===== src/rtl/imem_pkg.sv =====
// Shared types and constants for the instruction-memory loader.
// The loader depth and the instruction memory depth both come from IMEM_WORDS.
package imem_pkg;

   localparam int IMEM_WORDS     = 32;
   localparam int BYTES_PER_WORD = 4;

   typedef enum logic [2:0] {
      IDLE,
      HDR,
      DATA,
      DONE,
      ERR
   } loader_state_t;

endpackage


===== src/rtl/imem_loader_byte_packer.sv =====
// Little-endian 8->32 assembler: one byte per accept strobe, word_valid on the 4th.
// word is presented combinationally on that same cycle so the caller can register it directly.
module byte_packer
   import imem_pkg::*;
(
   input  logic        clk,
   input  logic        reset,
   input  logic        clear,
   input  logic        accept,
   input  logic [7:0]  data,
   output logic [31:0] word,
   output logic        word_valid
);

   localparam int IW = $clog2(BYTES_PER_WORD);

   logic [IW-1:0] idx;
   logic [31:0]   partial;

   // NOTE: sequential state is updated with <= so every flop samples pre-edge values.
   always_ff @(posedge clk or posedge reset) begin
      if (reset) begin
         idx     <= '0;
         partial <= '0;
      end else if (clear) begin
         idx     <= '0;
         partial <= '0;
      end else if (accept) begin
         partial[{idx, 3'b000} +: 8] <= data;
         idx                         <= idx + IW'(1);
      end
   end

   assign word_valid = accept && (idx == IW'(BYTES_PER_WORD - 1));
   assign word       = {data, partial[23:0]};

endmodule


===== src/rtl/imem_loader.sv =====
// Byte-stream image loader: header word N, then N little-endian words written to imem.
// The core is held in reset until the whole image has been accepted.
module imem_loader
   import imem_pkg::*;
#(
   parameter  int MEM_SIZE = IMEM_WORDS,
   localparam int CW       = $clog2(MEM_SIZE + 1)
) (
   input  logic          clk,
   input  logic          reset,
   input  logic          start,
   input  logic          rx_valid,
   input  logic [7:0]    rx_data,
   output logic          rx_ready,
   output logic          WE,
   output logic [31:0]   WA,
   output logic [31:0]   WD,
   output logic          cpu_hold,
   output logic          done,
   output logic          error,
   output logic [CW-1:0] words_loaded
);

   loader_state_t state, next_state;

   logic          accept;
   logic [31:0]   word;
   logic          word_valid;
   logic [CW-1:0] n_words;
   logic [CW-1:0] wl_inc;
   logic          hdr_bad;
   logic          last_word;
   logic          restart;

   assign rx_ready  = (state == HDR) || (state == DATA);
   assign accept    = rx_valid && rx_ready;
   assign hdr_bad   = (word == 32'd0) || (word > 32'(MEM_SIZE));
   assign wl_inc    = words_loaded + CW'(1);
   assign last_word = (wl_inc == n_words);
   // start is only honoured between loads; HDR/DATA ignore it.
   assign restart   = start && (state inside {IDLE, DONE, ERR});

   // Packer is held clear outside HDR/DATA so every load starts at byte 0.
   byte_packer u_packer (
      .clk        (clk),
      .reset      (reset),
      .clear      (!rx_ready),
      .accept     (accept),
      .data       (rx_data),
      .word       (word),
      .word_valid (word_valid)
   );

   always_ff @(posedge clk or posedge reset) begin
      if (reset) state <= IDLE;
      else       state <= next_state;
   end

   // NOTE: next_state gets a default before the case so no path leaves it unassigned (no latch).
   always_comb begin
      next_state = state;
      case (state)
         IDLE:       if (start) next_state = HDR;
         HDR:        if (word_valid) next_state = hdr_bad ? ERR : DATA;
         DATA:       if (word_valid && last_word) next_state = DONE;
         DONE, ERR:  if (start) next_state = HDR;
         default:    next_state = IDLE;
      endcase
   end

   always_ff @(posedge clk or posedge reset) begin
      if (reset) begin
         WE           <= 1'b0;
         WA           <= '0;
         WD           <= '0;
         cpu_hold     <= 1'b1;
         done         <= 1'b0;
         error        <= 1'b0;
         words_loaded <= '0;
         n_words      <= '0;
      end else begin
         WE       <= (state == DATA) && word_valid;
         done     <= (next_state == DONE);
         error    <= (next_state == ERR);
         cpu_hold <= (next_state != DONE);

         if (state == HDR && word_valid)
            n_words <= CW'(word);

         if (restart)
            words_loaded <= '0;
         else if (state == DATA && word_valid) begin
            WA           <= 32'({words_loaded, 2'b00});
            WD           <= word;
            words_loaded <= wl_inc;
         end
      end
   end

endmodule


===== config.mk =====
export PLATFORM = sky130hd
export DESIGN_NAME = imem_loader
export DESIGN_NICKNAME = d
export VERILOG_FILES = /design/src/rtl/imem_pkg.sv /design/src/rtl/imem_loader_byte_packer.sv /design/src/rtl/imem_loader.sv
export SDC_FILE = /design/constraint.sdc
export NUM_CORES = 1
export LEC_CHECK = 0
export BUFFER_PORTS_ARGS = -buffer_cell sky130_fd_sc_hd__buf_2
export CORE_ASPECT_RATIO = 0.5
export CORE_MARGIN = 2
export CORE_UTILIZATION = 35
export CTS_BUF_LIST = sky130_fd_sc_hd__clkbuf_8
export CTS_CLUSTER_SIZE = 20
export DETAILED_ROUTE_END_ITERATION = 6
export GPL_TIMING_DRIVEN = 0
export SYNTH_ARGS = -nofsm -noshare
export SYNTH_HDL_FRONTEND = slang
export SYNTH_SLANG_ARGS = --single-unit

===== constraint.sdc =====
create_clock -name clk -period 2.92 [get_ports clk]
set_input_delay 0.438 -clock clk [delete_from_list [all_inputs] [get_ports clk]]
set_output_delay 0.438 -clock clk [all_outputs]
set_load 0.02 [all_outputs]

Yosys cells after proc, flatten, opt, wreduce, memory -nomap -nowiden:

Index checks and enable logic that the tools add are counted.

* flip-flop bits (word level): 91
* output and inout port bits: 75
* word-level logic and storage cells: 54

* equality and inequality tests: 10
* $add $sub $neg: 3
* bitwise operators: 1
* reduce and logical (&&, ||, !) cells: 14
* multiplexer cells: 12
* shift operators: 2
* $lt $le $gt $ge: 1

Operators with widths (number)
* 32-bit two-way mux: 2
* 32-bit bitwise mux: 1
* 32-bit by 6-bit greater-than comparator with 1-bit output, second input constant: 1
* 32-bit logical NOT: 1
* 8-bit by 7-bit variable shift with 32-bit output, first input constant: 1
* 8-bit by 7-bit indexed part select with 32-bit output: 1
* 3-bit two-way mux: 4
* 6-bit two-way mux: 2
* 3-bit by 2-bit == test with 1-bit output, second input constant: 3
* 3-bit one-hot mux with 3 select lines: 1
* 5-bit negator with 7-bit output: 1
* 6-bit by 1-bit adder with 6-bit output, second input constant: 1
* 3-bit == test, second input constant: 2
* 6-bit == test: 1
* 1-bit logical AND: 6
* 2-bit two-way mux: 2
* 3-bit by 1-bit == test with 1-bit output, second input constant: 1
* 3-bit logical NOT: 1
* 3-bit by 2-bit inequality test with 1-bit output, second input constant: 1
* 3-bit nonzero test: 1
* 3-bit OR reduction: 1
* 2-bit by 1-bit adder with 2-bit output, second input constant: 1
* 2-bit == test, second input constant: 1
* 1-bit logical OR: 2
* 4 further kinds: 4

Longest topological paths before layout:

Gate-level depths: netlist of run 1.

* word-level depth: 8
* depth in mapped cells: 8
* depth with buffers taken out: 7

Modules after synthesis:

A second synthesis of run 1 with hierarchy kept.

* cells, all modules: 381
* area total of the unflattened synthesis: 3860.0 um^2

Modules (own cells, without submodules)
* imem_loader: times used 1, area an instance 2646.3 um^2, sequential area each 1427.6 um^2, cells each 287
* byte_packer: times used 1, area an instance 1213.7 um^2, sequential area each 650.6 um^2, cells each 94

Worst setup path after synthesis of run 1:

OpenSTA, ideal clock, no wires.

* path kind: register to register
* start point: register words_loaded[0]
* end point: register done
* arrival: 1720 ps
* cell stages (with the launch flop): 7
* setup slack: 1081 ps
* path buffers: 0
* data required time: 2801 ps
* cell sequence: dfrtp_1 ha_1 and2_1 a211o_1 a31oi_1 o311ai_4 and2_1

* cells in the longest elaborated chain, start to end: 6

Ends and longest elaborated chain
* start, declared: line imem_loader.sv:21 `output logic [CW-1:0] words_loaded`
* start signal, assigned: line imem_loader.sv:95 `words_loaded <= wl_inc;`
* 6-bit by 1-bit adder with 6-bit output: line imem_loader.sv:38 `assign wl_inc = words_loaded + CW'(1);`
* 6-bit == test: line imem_loader.sv:39 `assign last_word = (wl_inc == n_words);`
* 1-bit logical AND: line imem_loader.sv:65 `DATA: if (word_valid && last_word) next_state = DONE;`
* 3-bit two-way mux: line imem_loader.sv:65
* 3-bit one-hot mux with 3 select lines: line imem_loader.sv:62 `case (state)`
* net next_state[0]: line imem_loader.sv:24 `loader_state_t state, next_state;`
* 3-bit by 2-bit == test with 1-bit output: line imem_loader.sv:83 `done <= (next_state == DONE);`
* end signal, assigned: line imem_loader.sv:83
* end, declared: line imem_loader.sv:19 `output logic done,`

The timed path passes the listed nets, and every way through them passes these cells.
A chain may end at the register's enable or synchronous reset.

Final worst setup path of run 1:

* start point: register u_packer.partial[1]
* end point: register state[2]

* cells in the longest elaborated chain, start to end: 5
* elaborated cells on any way between the ends: 6

Ends and longest elaborated chain
* start, declared: line imem_loader_byte_packer.sv:18 `logic [31:0] partial;`
* start signal, assigned by index: line imem_loader_byte_packer.sv:29 `partial[{idx, 3'b000} +: 8] <= data;`
* 32-bit by 6-bit greater-than comparator with 1-bit output or 32-bit logical NOT (tied branches): line imem_loader.sv:37 `assign hdr_bad = (word == 32'd0) || (word > 32'(MEM_SIZE));`
* 1-bit logical OR *: line imem_loader.sv:37
* 3-bit two-way mux * (2 in a row): line imem_loader.sv:64 `HDR: if (word_valid) next_state = hdr_bad ? ERR : DATA;`
* 3-bit one-hot mux with 3 select lines *: line imem_loader.sv:62
* net next_state[2]: line imem_loader.sv:24
* end signal, assigned: line imem_loader.sv:56 `else state <= next_state;`
* end, declared: line imem_loader.sv:24

The timed path passes the listed nets; every way through them passes the cells marked *.

==> results, run 1 <==
- The share of the yosys chip area belonging to registers is 56.2%.
- The area enclosed by the die boundary is 11400 µm².
- The count of pins over their slew limit is 0.
- The worst hold path belongs to the class in2reg.
- In this run the power spent charging and discharging nets is 1.15 mW.
- The multi-input combinational cells in the finished layout cover a total of 1410 µm².
- Setup repair after global routing left no endpoint under its margin.
- The count of warnings emitted by yosys is 0.
- The floorplan row count is 26.
- The pin slew with the least headroom to its limit is 0.841 ns.
- The post-synthesis instance area is 3700 µm².
- The fraction of layout instances using a drive strength above 1 is 25.2%.
- Summed over all cells, the static leakage comes to 2.49 nW.
- The arrival time at the worst endpoint is 2.33 ns.
- The sequential cells in the finished layout cover a total of 2080 µm².
- The number of diodes is 0.
- The detail route stage leaves a number of antenna-violating nets equal to 0.
- The final setup violation count is 0.
- The largest individual stage delay along the critical path comes from the cell or4_1.
- For this run, design rule violations remaining after detail routing come to 0.
- No sink is reached through more buffers than the 2 on the longest clock path.
- The worst hold margin is 0.375 ns.
- The path depth of the worst reg2reg path is 5.
- The number of buffers added by the clock tree synthesis step is 9.
- Counting flops with an async set or reset pin after synthesis yields a share of 100%.
- VDD sags by at most 0.245 mV.
- The power per cell area is 734 nW/µm².
- The number of global-route vias before repair came to 2699.
- The highest attainable clock frequency is 478 MHz.
- The stage delay of the slowest cell on the critical path is 0.55 ns.
- The number of filler instances in the final layout is 1019.
- 87 I/O pins were placed.
- The number of synthesized register bits is 83.
- Traced cell by cell, the critical path runs through or4_1 -> o21a_1 -> nor4_1 -> o22ai_1 -> o21a_1.
- The number of logic stages on the critical path including buffering is 5.
- The total via count after detailed routing is 2796.
- The number of placed instances, taps included is 596.
- The post-route worst setup slack is 0.826 ns.
- The netlist uses 42 different library cells.
- The die span in x is 149 µm.
- The buffer and inverter count on the worst path is 0.
- Prior to clock tree synthesis, the placed netlist has a worst setup slack of 0.858 ns.
- The final hold violation count is 0.
- For the finished layout, the period the worst path requires is 2.09 ns.
- The number of detailed-routing iterations run before antenna repair is 4.
- Entering global routing, the biggest net connects 71 pins.
- For the worst setup path, the data required time is 3.16 ns.
- The clock drives 83 sinks.
- The mean post-synth cell area is 9.96 µm².
- Counting instances, the worst hold path has a depth of 3.
- The core region is 10200 µm².
- After clock tree synthesis, the repair step resized 0 gates.
- The average detailed-routed wire length per instance is 13.7 µm.
- The predominant post-synthesis flop cell is dfrtp_1.
- Global routing finished with a remaining overflow of 0.
- The proportion of total power due to net switching is 34.7%.
- The relative contribution of sequential cells to total power is 45.9%.
- The number of enable-type register cells in the synthesized netlist is 0.
- The share of the cycle needed by the critical path after routing is 71.7%.
- The run finished with clean final reports.
- The critical path start-end classification is reg2reg.
- Global routing used 15.7% of the available tracks.
- The clock root buffer is clkbuf_8.
- The floorplan die height is 76.7 µm.
- The count of buffers added on input and output ports is 59.
- Wires add up to 8400 µm.
- The internal power of the cells is 2.16 mW.
- The power share of the combinational group is 28.1%.
- The first routing iteration left 189 violations.
- The number of nets in the layout is 485.
- The startpoint class of the critical path is a register.
- The post-CTS setup repair buffer count is 0.
- The final setup skew is 0.0126 ns.
- The clock share of power is 26.1%.
- The post-layout utilization of the core is 44.0%.
- Routability-driven placement finished with a final weighted congestion of 0.809.
- The initial antenna violation count is 0.
- Among the stages of the critical path, the cell type that occurs most often is o21a_1.
- In this run the number of H-tree levels came out at 3.
- The filler-free cell count of the finished design is 613.
- Max-cap violations in this run came to 0.
- The clock-pin slew on the worst setup and hold paths is 0.09 ns.
- Summed over all nets, the half-perimeter wirelength after detailed placement is 5940 µm.
- The cell count after synthesis is 371.
- The clock insertion delay at the later pin of the skew report is 0.35 ns.
- The maximum fanout count along the critical path is 4.
- The post-detailed-route via-to-cell ratio is 4.56.
- The growth of design area from synthesis to finish is 22.1%.
- The worst pin sits at a relative slew slack of 43.5%.
- Once the floorplan was initialized, standard cells occupied 36.1% of the core.
- TritonCTS built the clock tree.
- The kind of cell adding the most delay to the critical path is simple AND/OR/NAND/NOR gates.
- The first-pass GRT wire length is 14000 µm.
- The sort of element at the end of the critical path is a register.
[timing repair]
item,in CTS,in global routing
endpoints found under the setup margin,0,0
hold buffers,1,0
endpoints found under the hold margin,12,0
[cells by family (layout without fill, tap and decap cells)]
logic type	count (synthesis)	in the layout	share of synthesized area, %
muxes	7	7	2.10
xor gates and xnor gates	9	9	2.13
buffers and inverters	48	125	8.16
and+or+nand+nor	167	167	19.3
AOI/OAI and AO/OA	51	51	10.3
other	1	26	0.101
DFF	83	83	56.2
adders and majority gates	5	5	1.69
[per-layer routing]
layer | track usage [%] | vias up | part of all wire [%]
met4 | 5.05 | 0 | 0.93
li1 | - | 1388 | -
met2 | 24.3 | 76 | 45
met1 | 21.2 | 1326 | 48
met5 | 0 | - | 0
met3 | 4.52 | 6 | 6.1
[synth_stat cells (all sizes together) (2+ instances only)]
cell type	instances	area share, %
nand2	123	12
dfrtp	82	56
buf	33	6.3
nor2	18	1.8
a22o	15	3.6
a22oi	10	2.0
o21ai	10	1.4
clkbuf	7	0.71
inv	7	0.71
nor4	7	1.2
a21oi	6	0.81
mux2	6	1.8
xnor2	6	1.4
ha	5	1.7
and2	3	0.51
and3	3	0.51
nor3	3	0.41
o21a	3	0.61
xor2	3	0.71
nand2b	2	0.34
nand3	2	0.27
nand4	2	0.74
[flip-flops by register name, indices dropped and copies added (netlist names)]
name and cells:
done 1, u_packer.idx 2, u_packer.partial 24, cpu_hold 1
WD 32, WE 1, n_words 6, error 1
WA 6, words_loaded 6, state 3
[layout by cell type, fill, tap and decap left out, types with 5 or more instances in the layout]
| cell | synthesis | layout |
|---|---|---|
| nand2_1 | 123 | 123 |
| dfrtp_1 | 82 | 82 |
| buf_2 | 3 | 62 |
| buf_4 | 26 | 26 |
| conb_1 | 1 | 26 |
| nor2_1 | 18 | 18 |
| a22o_1 | 15 | 15 |
| clkbuf_8 | 0 | 12 |
| o21ai_0 | 10 | 10 |
| a22oi_1 | 10 | 10 |
| clkbuf_1 | 7 | 7 |
| nor4_1 | 7 | 7 |
| inv_1 | 7 | 6 |
| mux2_2 | 6 | 6 |
| a21oi_1 | 6 | 6 |
| xnor2_1 | 6 | 6 |
| ha_1 | 5 | 5 |
[power by group through the flow]
stage	sequential (mW)	clock, mW	combinational, mW
finish	1.52	0.863	0.930
detailed placement	1.54	0	0.934
global placement	1.54	0	0.919
global route	1.55	0.946	1.03
CTS	1.52	0.895	0.940
floorplan	1.63	0	0.553
[through the flow]
step / power (mW) / TNS (ns) / area [µm²]
final: 3.31 / 0 / 4510
after global routing: 3.52 / 0 / 4510
after CTS: 3.35 / 0 / 4510
after detailed placement: 2.48 / 0 / 4290
after global placement: 2.45 / -55.80 / 4260
after floorplan: 2.18 / 0 / 3790
[area by class of cell]
class / count / area share [%]
inverter: 8 / 0.998
multi-input combinational: 265 / 31.2
clock buffer: 12 / 3.66
timing repair buffer: 61 / 7.37
sequential: 83 / 46.0
buffer: 40 / 5.74
clock inverter: 4 / 1.05
tap: 140 / 3.88
[tightest hold or removal path: cells and delay by family]
family / cells / cell delay (ns)
simple gates: 2 / 0.11
buf+inv: 1 / 0.14
[final timing paths]
check | start | end | slack, ns
worst max-delay path | u_packer.partial[1]$_DFFE_PP0P_ | state[2]$_DFF_PP0_ | 0.83
worst min-delay path | rx_data[1] | WD[25]$_DFFE_PP0P_ | 0.38
worst max register to register | u_packer.partial[1]$_DFFE_PP0P_ | state[2]$_DFF_PP0_ | 0.83
min in group asynchronous | reset | words_loaded[4]$_DFFE_PP0P_ | 0.55
max in group asynchronous | reset | u_packer.partial[23]$_DFFE_PP0P_ | 1.79
worst min register to register | WD[29]$_DFFE_PP0P_ | WD[29]$_DFFE_PP0P_ | 0.47
(Power assumes the default switching activity.)
==> run 2, diff against run 1 <==
==> constraint.sdc (replaced) <==
create_clock -name clk -period 2.2 [get_ports clk]
set_input_delay 0.33 -clock clk [delete_from_list [all_inputs] [get_ports clk]]
set_output_delay 0.33 -clock clk [all_outputs]
set_load 0.02 [all_outputs]
==> results, run 2 (same netlist as run 1, synthesis figures left out) <==
- The run finished with clean final reports.
- Across the routed clock network, the largest skew measured is 0.0110 ns.
- The HPWL after detailed placement is 6070 µm.
- The floorplan row count is 26.
- The internal power of the cells is 2.88 mW.
- Setup repair after global routing left no endpoint under its margin.
- The stage delay of the slowest cell on the critical path is 0.54 ns.
- The worst path meets setup with 0.106 ns of slack.
- The routability congestion estimate from global placement is 0.839.
- Summing all placed instances gives a cell area of 4300 µm².
- The tool flagged a number of max-cap violations equal to 0.
- No sink is reached through more buffers than the 2 on the longest clock path.
- The count of pins over their slew limit is 0.
- The most critical setup path has its startpoint at u_packer.partial[2]$_DFFE_PP0P_.
- The first global-routing pass estimated 14400 µm of wire.
- The proportion of total power due to net switching is 35.3%.
- The largest registers in the layout are WD: 32 flops, u_packer.partial: 24 flops.
- The worst setup path is captured at a register.
- The most used cell along the critical path is o21a_1.
- During I/O placement, the number of pins put on the boundary was 87.
- TritonCTS created 9 clock buffers.
- The pin count of the biggest net entering global routing is 42.
- The power per cell area is 980 nW/µm².
- The iteration-0 DRC count of the detailed router is 172.
- After layout, the worst path uses 95.2% of the clock period.
- The number of logic stages on the critical path including buffering is 5.
- The number of global-route vias before repair is 2817.
- The library cells used most frequently in the layout, excluding fill and tap cells, are nand2_1, dfrtp_1, buf_2.
- The final hold violation count came to 0.
- The maximum fanout count along the critical path is 4.
- In this run, the clock network consumes 26.4% of the power.
- The growth of design area from synthesis to finish is 22.7%.
- The filler cells instantiated in the layout total 1009.
- The final layout contains 486 nets.
- The cell sitting at the root of the clock tree is a clkbuf_8.
- The pin slew with the least headroom to its limit is 0.895 ns.
- The average detailed-routed wire length per instance is 14.1 µm.
- Summed over all nets, the switching power comes to 1.57 mW.
- The static leakage is 2.49 nW.
- CTS built an H-tree with a depth of 3.
- The relative contribution of sequential cells to total power is 45.4%.
- The endpoint of the worst-slack reg-to-reg timing path is error$_DFF_PP0_.
- For the worst-skew pair, the clock arrives at the later sink with an insertion delay of 0.36 ns.
- TritonCTS built the clock tree.
- The startpoint class of the critical path is a register.
- The total wire length is 8670 µm.
- The clock-pin slew on the worst setup and hold paths is 0.08 ns.
- Adding up every negative setup slack in the final design gives 0 ns.
- The initial core utilization is 36.1%.
- For this run, the detailed router's first-pass iteration total came to 4.
- The final setup violation count is 0.
- The power share of the combinational group is 28.2%.
- Traced cell by cell, the critical path runs through or4_1 -> o21a_1 -> nor4_1 -> o22ai_1 -> o21a_1.
- The number of buffers and inverters on the critical path is 0.
- The critical path is of the reg2reg type.
- The register-to-register path setup slack is 0.11 ns.
- For this design, the slowest cell found on the critical path is or4_1.
- The path depth of the worst reg2reg path is 5.
- The commonest non-fill, non-tap cell in the layout is nand2_1.
- Of the cells placed in the final design, the portion with a size suffix greater than 1 is 25.3%.
- The count of buffers added on input and output ports is 59.
- Once detail routing completed, the nets flagged for antenna violations numbered 0.
- The most critical setup path has its endpoint at error$_DFF_PP0_.
- The worst reg2reg path startpoint is u_packer.partial[2]$_DFFE_PP0P_.
- The final route contains 2830 vias.
- Global routing finished with a remaining overflow of 0.
- The area of all placed cells without fillers is 4540 µm².
- The sequential cell area in the final layout is 2080 µm².
- The worst supply voltage drop on vdd is 0.315 mV.
- Headroom to the max-slew limit came out at 39.9%.
- The number of antenna diodes in the final layout is 0.
- At the worst endpoint, the arrival time is 2.35 ns.
- The post-placement setup slack is 0.142 ns.
- Data on the critical path is required at its endpoint by 2.45 ns.
- For this run, design rule violations remaining after detail routing come to 0.
- The die is 149 µm wide.
- In this run the worst hold path is classified as in2reg.
- The number of sinks on the clock net is 83.
- The post-detailed-route via-to-cell ratio is 4.61.
- The worst path in the final design needs a cycle of 2.09 ns, including I/O delays and setup.
- The initial antenna violation count is 0.
- The register name with the most flops is WD.
- The floorplan die height is 76.7 µm.
- The global-route usage over all layers is 16.2%.
- The region available for standard cell placement spans 10200 µm².
- Static timing analysis puts the maximum clock frequency at 477 MHz.
- Grouping stages by cell kind, the critical path spends the most delay in simple AND/OR/NAND/NOR gates.
- The register with the most flip-flops in the layout has 32 of them.
- In the final layout, the multi-input gates occupy 1420 µm².
- The area enclosed by the die boundary is 11400 µm².
run 2: through the flow:
step	util (%)	hold slack, ns	cells	total power, mW
floorplan	-	0.435	396	2.90
global placement	41.6	0.455	595	3.26
detailed placement	42.0	0.317	597	3.29
CTS	44.2	0.244	614	4.47
global route	44.3	0.262	614	4.70
finish	44.3	0.257	614	4.44
run 2: tightest hold or removal path, stage by stage:
cell,delay (ns)
buf_2,0.14
nand2_1,0.07
nand2_1,0.04
run 2: power by group through the flow:
stage	Clock, mW	Sequential (mW)	Combinational, mW
floorplan	0	2.17	0.735
global placement	0	2.04	1.21
detailed placement	0	2.05	1.24
CTS	1.19	2.02	1.26
global route	1.26	2.07	1.38
finish	1.17	2.02	1.25
run 2: what timing repair did:
action | CTS | global route
buffers inserted | 0 | 0
endpoints found under the hold margin | 12 | 0
gates resized for setup | 0 | 1
setup endpoints to repair | 0 | 2
hold buffers | 1 | 0
run 2: routing by layer:
layer	track usage [%]	part of all wire, %	up-vias
li1	-	-	1385
met1	22.5	47	1358
met2	24.3	45	80
met3	4.46	6.1	7
met4	6.00	1.2	0
met5	0	0	-
run 2: how the worst min path moves through the flow:
stage | start | to | slack [ns] | cells after the start
finish | rx_data[0] | WD[24]$_DFFE_PP0P_ | 0.26 | 3
CTS | rx_data[5] | WD[29]$_DFFE_PP0P_ | 0.24 | 3
global placement | WD[29]$_DFFE_PP0P_ | WD[29]$_DFFE_PP0P_ | 0.45 | 2
global route | rx_data[1] | WD[25]$_DFFE_PP0P_ | 0.26 | 3
detailed placement | reset | done$_DFF_PP0_ | 0.32 | 2
floorplan | rx_data[0] | WD[24]$_DFFE_PP0P_ | 0.44 | 2
run 2: cell type report:
| class | count | share of cell area [%] |
|---|---|---|
| Sequential cell | 83 | 45.8 |
| Multi-Input combinational cell | 265 | 31.3 |
| Timing Repair Buffer | 62 | 7.61 |
| Buffer | 40 | 5.71 |
| Tap cell | 140 | 3.86 |
| Clock buffer | 12 | 3.64 |
| Clock inverter | 4 | 1.05 |
| Inverter | 8 | 1.02 |
==> run 3, diff against run 2 <==
--- a/config.mk
+++ b/config.mk
@@ -6,13 +6,16 @@
 export NUM_CORES = 1
 export LEC_CHECK = 0
 export BUFFER_PORTS_ARGS = -buffer_cell sky130_fd_sc_hd__buf_2
+export CELL_PAD_IN_SITES_DETAIL_PLACEMENT = 1
+export CELL_PAD_IN_SITES_GLOBAL_PLACEMENT = 2
 export CORE_ASPECT_RATIO = 0.5
 export CORE_MARGIN = 2
-export CORE_UTILIZATION = 35
+export CORE_UTILIZATION = 34
 export CTS_BUF_LIST = sky130_fd_sc_hd__clkbuf_8
 export CTS_CLUSTER_SIZE = 20
 export DETAILED_ROUTE_END_ITERATION = 6
 export GPL_TIMING_DRIVEN = 0
+export PLACE_DENSITY_LB_ADDON = 0.1
 export SYNTH_ARGS = -nofsm -noshare
 export SYNTH_HDL_FRONTEND = slang
 export SYNTH_SLANG_ARGS = --single-unit
==> constraint.sdc (replaced) <==
create_clock -name clk -period 2.2 [get_ports clk]
set_input_delay 0.11 -clock clk [delete_from_list [all_inputs] [get_ports clk]]
set_output_delay 0.11 -clock clk [all_outputs]
set_load 0.02 [all_outputs]
==> results, run 3 (same netlist as run 1, synthesis figures left out) <==
- The number of design rule violations left after detail routing is 0.
- The number of cells on the worst hold path is 3.
- The count of pins over their slew limit is 0.
- The post-placement setup slack is 0.0320 ns.
- Dividing the detail-routed wire length by the instance count gives 15.5 µm.
- The global-route usage over all layers is 17.5%.
- The number of global-route vias before repair is 2974.
- The area of combinational cells with multiple inputs is 1430 µm².
- The growth of design area from synthesis to finish is 24.5%.
- The clock root buffer is clkbuf_8.
- The worst supply voltage drop on vdd is 0.303 mV.
- The repair_antennas step left the layout with diodes totalling 0.
- STA puts the critical path data required time at 2.45 ns.
- The final global-route overflow total is 0.
- The run finished with clean final reports.
- After the flow finishes, the layout carries non-filler instances totaling 614.
- The number of port buffers is 59.
- Setup repair after global routing left no endpoint under its margin.
- In the final design database the tool counted 486 nets.
- For the worst-skew pair, the clock arrives at the later sink with an insertion delay of 0.36 ns.
- Counting flops per register, the top entry is WD.
- Once placement finished, the instance area stood at 4300 µm².
- The first routing iteration left 147 violations.
- The initial antenna violation count was 0.
- The total via count after detailed routing is 2897.
- The smallest clock period supported by the final layout is computed as 2.02 ns.
- Before antenna repair, the detailed router went through 4 iterations.
- 87 I/O pins were placed.
- The die span in x is 151 µm.
- The final hold violation count is 0.
- For this design, the sink count on the clock tree is 83.
- For this configuration, the core starts out at a cell density of 35.6%.
- The commonest non-fill, non-tap cell in the layout is nand2_1.
- The pin count of the biggest net entering global routing is 44.
- Once detail routing completed, the nets flagged for antenna violations numbered 0.
- In the final layout, the registers with the most flip-flops are WD: 32 flops, u_packer.partial: 24 flops.
- Summed over all failing endpoints, the final setup total negative slack is 0 ns.
- The register with the most flip-flops in the layout has 32 of them.
- STA classifies the critical path endpoint as a register.
- The clock passes through at most 2 buffers.
- The number of placed instances, taps included is 597.
- The HPWL after detailed placement is 6900 µm.
- The post-route worst setup slack is 0.183 ns.
- TritonCTS built the clock tree.
- The post-detailed-route via-to-cell ratio is 4.72.
- For this design the static power due to leakage is 2.52 nW.
- The worst hold path class is in2reg.
- The power per cell area is 1030 nW/µm².
- The final setup violation count is 0.
- Of all nets on the critical path, the largest fanout is 4.
- The H-tree was split into 3 levels.
- At the end of routability-driven placement, the weighted congestion stood at 0.780.
- The total area inside the core boundary comes to 10400 µm².
- The floorplan step defined a die boundary enclosing 11800 µm².
- The tool flagged a number of max-cap violations equal to 0.
- The normalized max-slew margin is 53.4%.
- For the worst flop-to-flop path, the logic depth is 5.
- For the final database, setup skew stands at 0.0126 ns.
- The floorplan row count is 26.
- The fraction of layout instances using a drive strength above 1 is 26.4%.
- The area of all placed cells without fillers is 4600 µm².
- The highest attainable clock frequency is 496 MHz.
- The arrival time at the worst endpoint is 2.27 ns.
- The die is 77.7 µm tall.
- The first global-routing pass estimated 15600 µm of wire.
- The critical path start-end classification is reg2reg.
- After filler insertion, the fill cell instance count of the layout stands at 1230.
- The share of the cycle needed by the critical path after routing is 91.7%.
- Summing all flip-flop and latch instances after layout gives 2080 µm².
- The total wire length is 9490 µm.
- At the pin with the least slew margin, the transition time is 0.699 ns.
- Clock-pin slew was measured on the worst setup and hold paths at 0.08 ns.
- The number of buffers added by the clock tree synthesis step is 9.
- In the layout the commonest cells are nand2_1, dfrtp_1, buf_2.
- The startpoint class of the critical path is a register.
[run 3: cell count changes in the layout (fill, tap and decap cells not counted), sizes merged]
cell / delta
clkinvlp: -1
bufinv: +2
clkinv: -1
[run 3: path summary, 6_finish.rpt]
path | start | to | slack (ns)
setup reg to reg | u_packer.partial[2]$_DFFE_PP0P_ | state[2]$_DFF_PP0_ | 0.18
max in group asynchronous | reset | WD[10]$_DFFE_PP0P_ | 1.33
hold reg to reg | WD[24]$_DFFE_PP0P_ | WD[24]$_DFFE_PP0P_ | 0.47
setup / recovery | u_packer.partial[2]$_DFFE_PP0P_ | state[2]$_DFF_PP0_ | 0.18
hold / removal | rx_data[4] | WD[28]$_DFFE_PP0P_ | 0.04
min in group asynchronous | reset | state[2]$_DFF_PP0_ | 0.35
[run 3: where the power goes]
| group | internal, mW | switching [mW] | total [mW] |
|---|---|---|---|
| Sequential | 1.80 | 0.216 | 2.02 |
| Clock | 0.846 | 0.560 | 1.41 |
| Combinational | 0.465 | 0.825 | 1.29 |
[run 3: cell type report]
type	instances	area share [%]
Multi-Input combinational cell	265	31.2
Tap cell	140	3.81
Clock inverter	4	2.07
Clock buffer	12	3.59
Inverter	8	1.01
Buffer	40	5.66
Sequential cell	83	45.2
Timing Repair Buffer	62	7.51
[run 3: critical path: stages (launching register included)]
cell,delay (ns)
dfrtp_1,0.45
or4_1,0.55
o21a_1,0.19
nor4_2,0.42
o22ai_1,0.16
o21a_1,0.14
[run 3: timing repair]
action / in CTS / in global routing
hold buffers: 1 / 0
resized for setup: 0 / 7
setup buffers: 0 / 0
endpoints found under the hold margin: 39 / 0
endpoints found under the setup margin: 0 / 30
[run 3: per-layer routing]
metal	track usage, %	share of wire, %	up-vias
met4	6.17	1.3	0
met5	0	0	-
met2	26.9	46	64
li1	-	-	1376
met1	24.3	48	1448
met3	3.94	4.3	9
[run 3: metrics by stage]
step / util [%] / hold WS [ns] / power [mW]
floorplan: - / 0.215 / 2.90
global placement: 41.1 / 0.410 / 3.26
detailed placement: 41.5 / 0.187 / 3.32
CTS: 44.1 / 0.0239 / 4.75
global route: 44.3 / 0.0485 / 5.01
finish: 44.3 / 0.0416 / 4.72
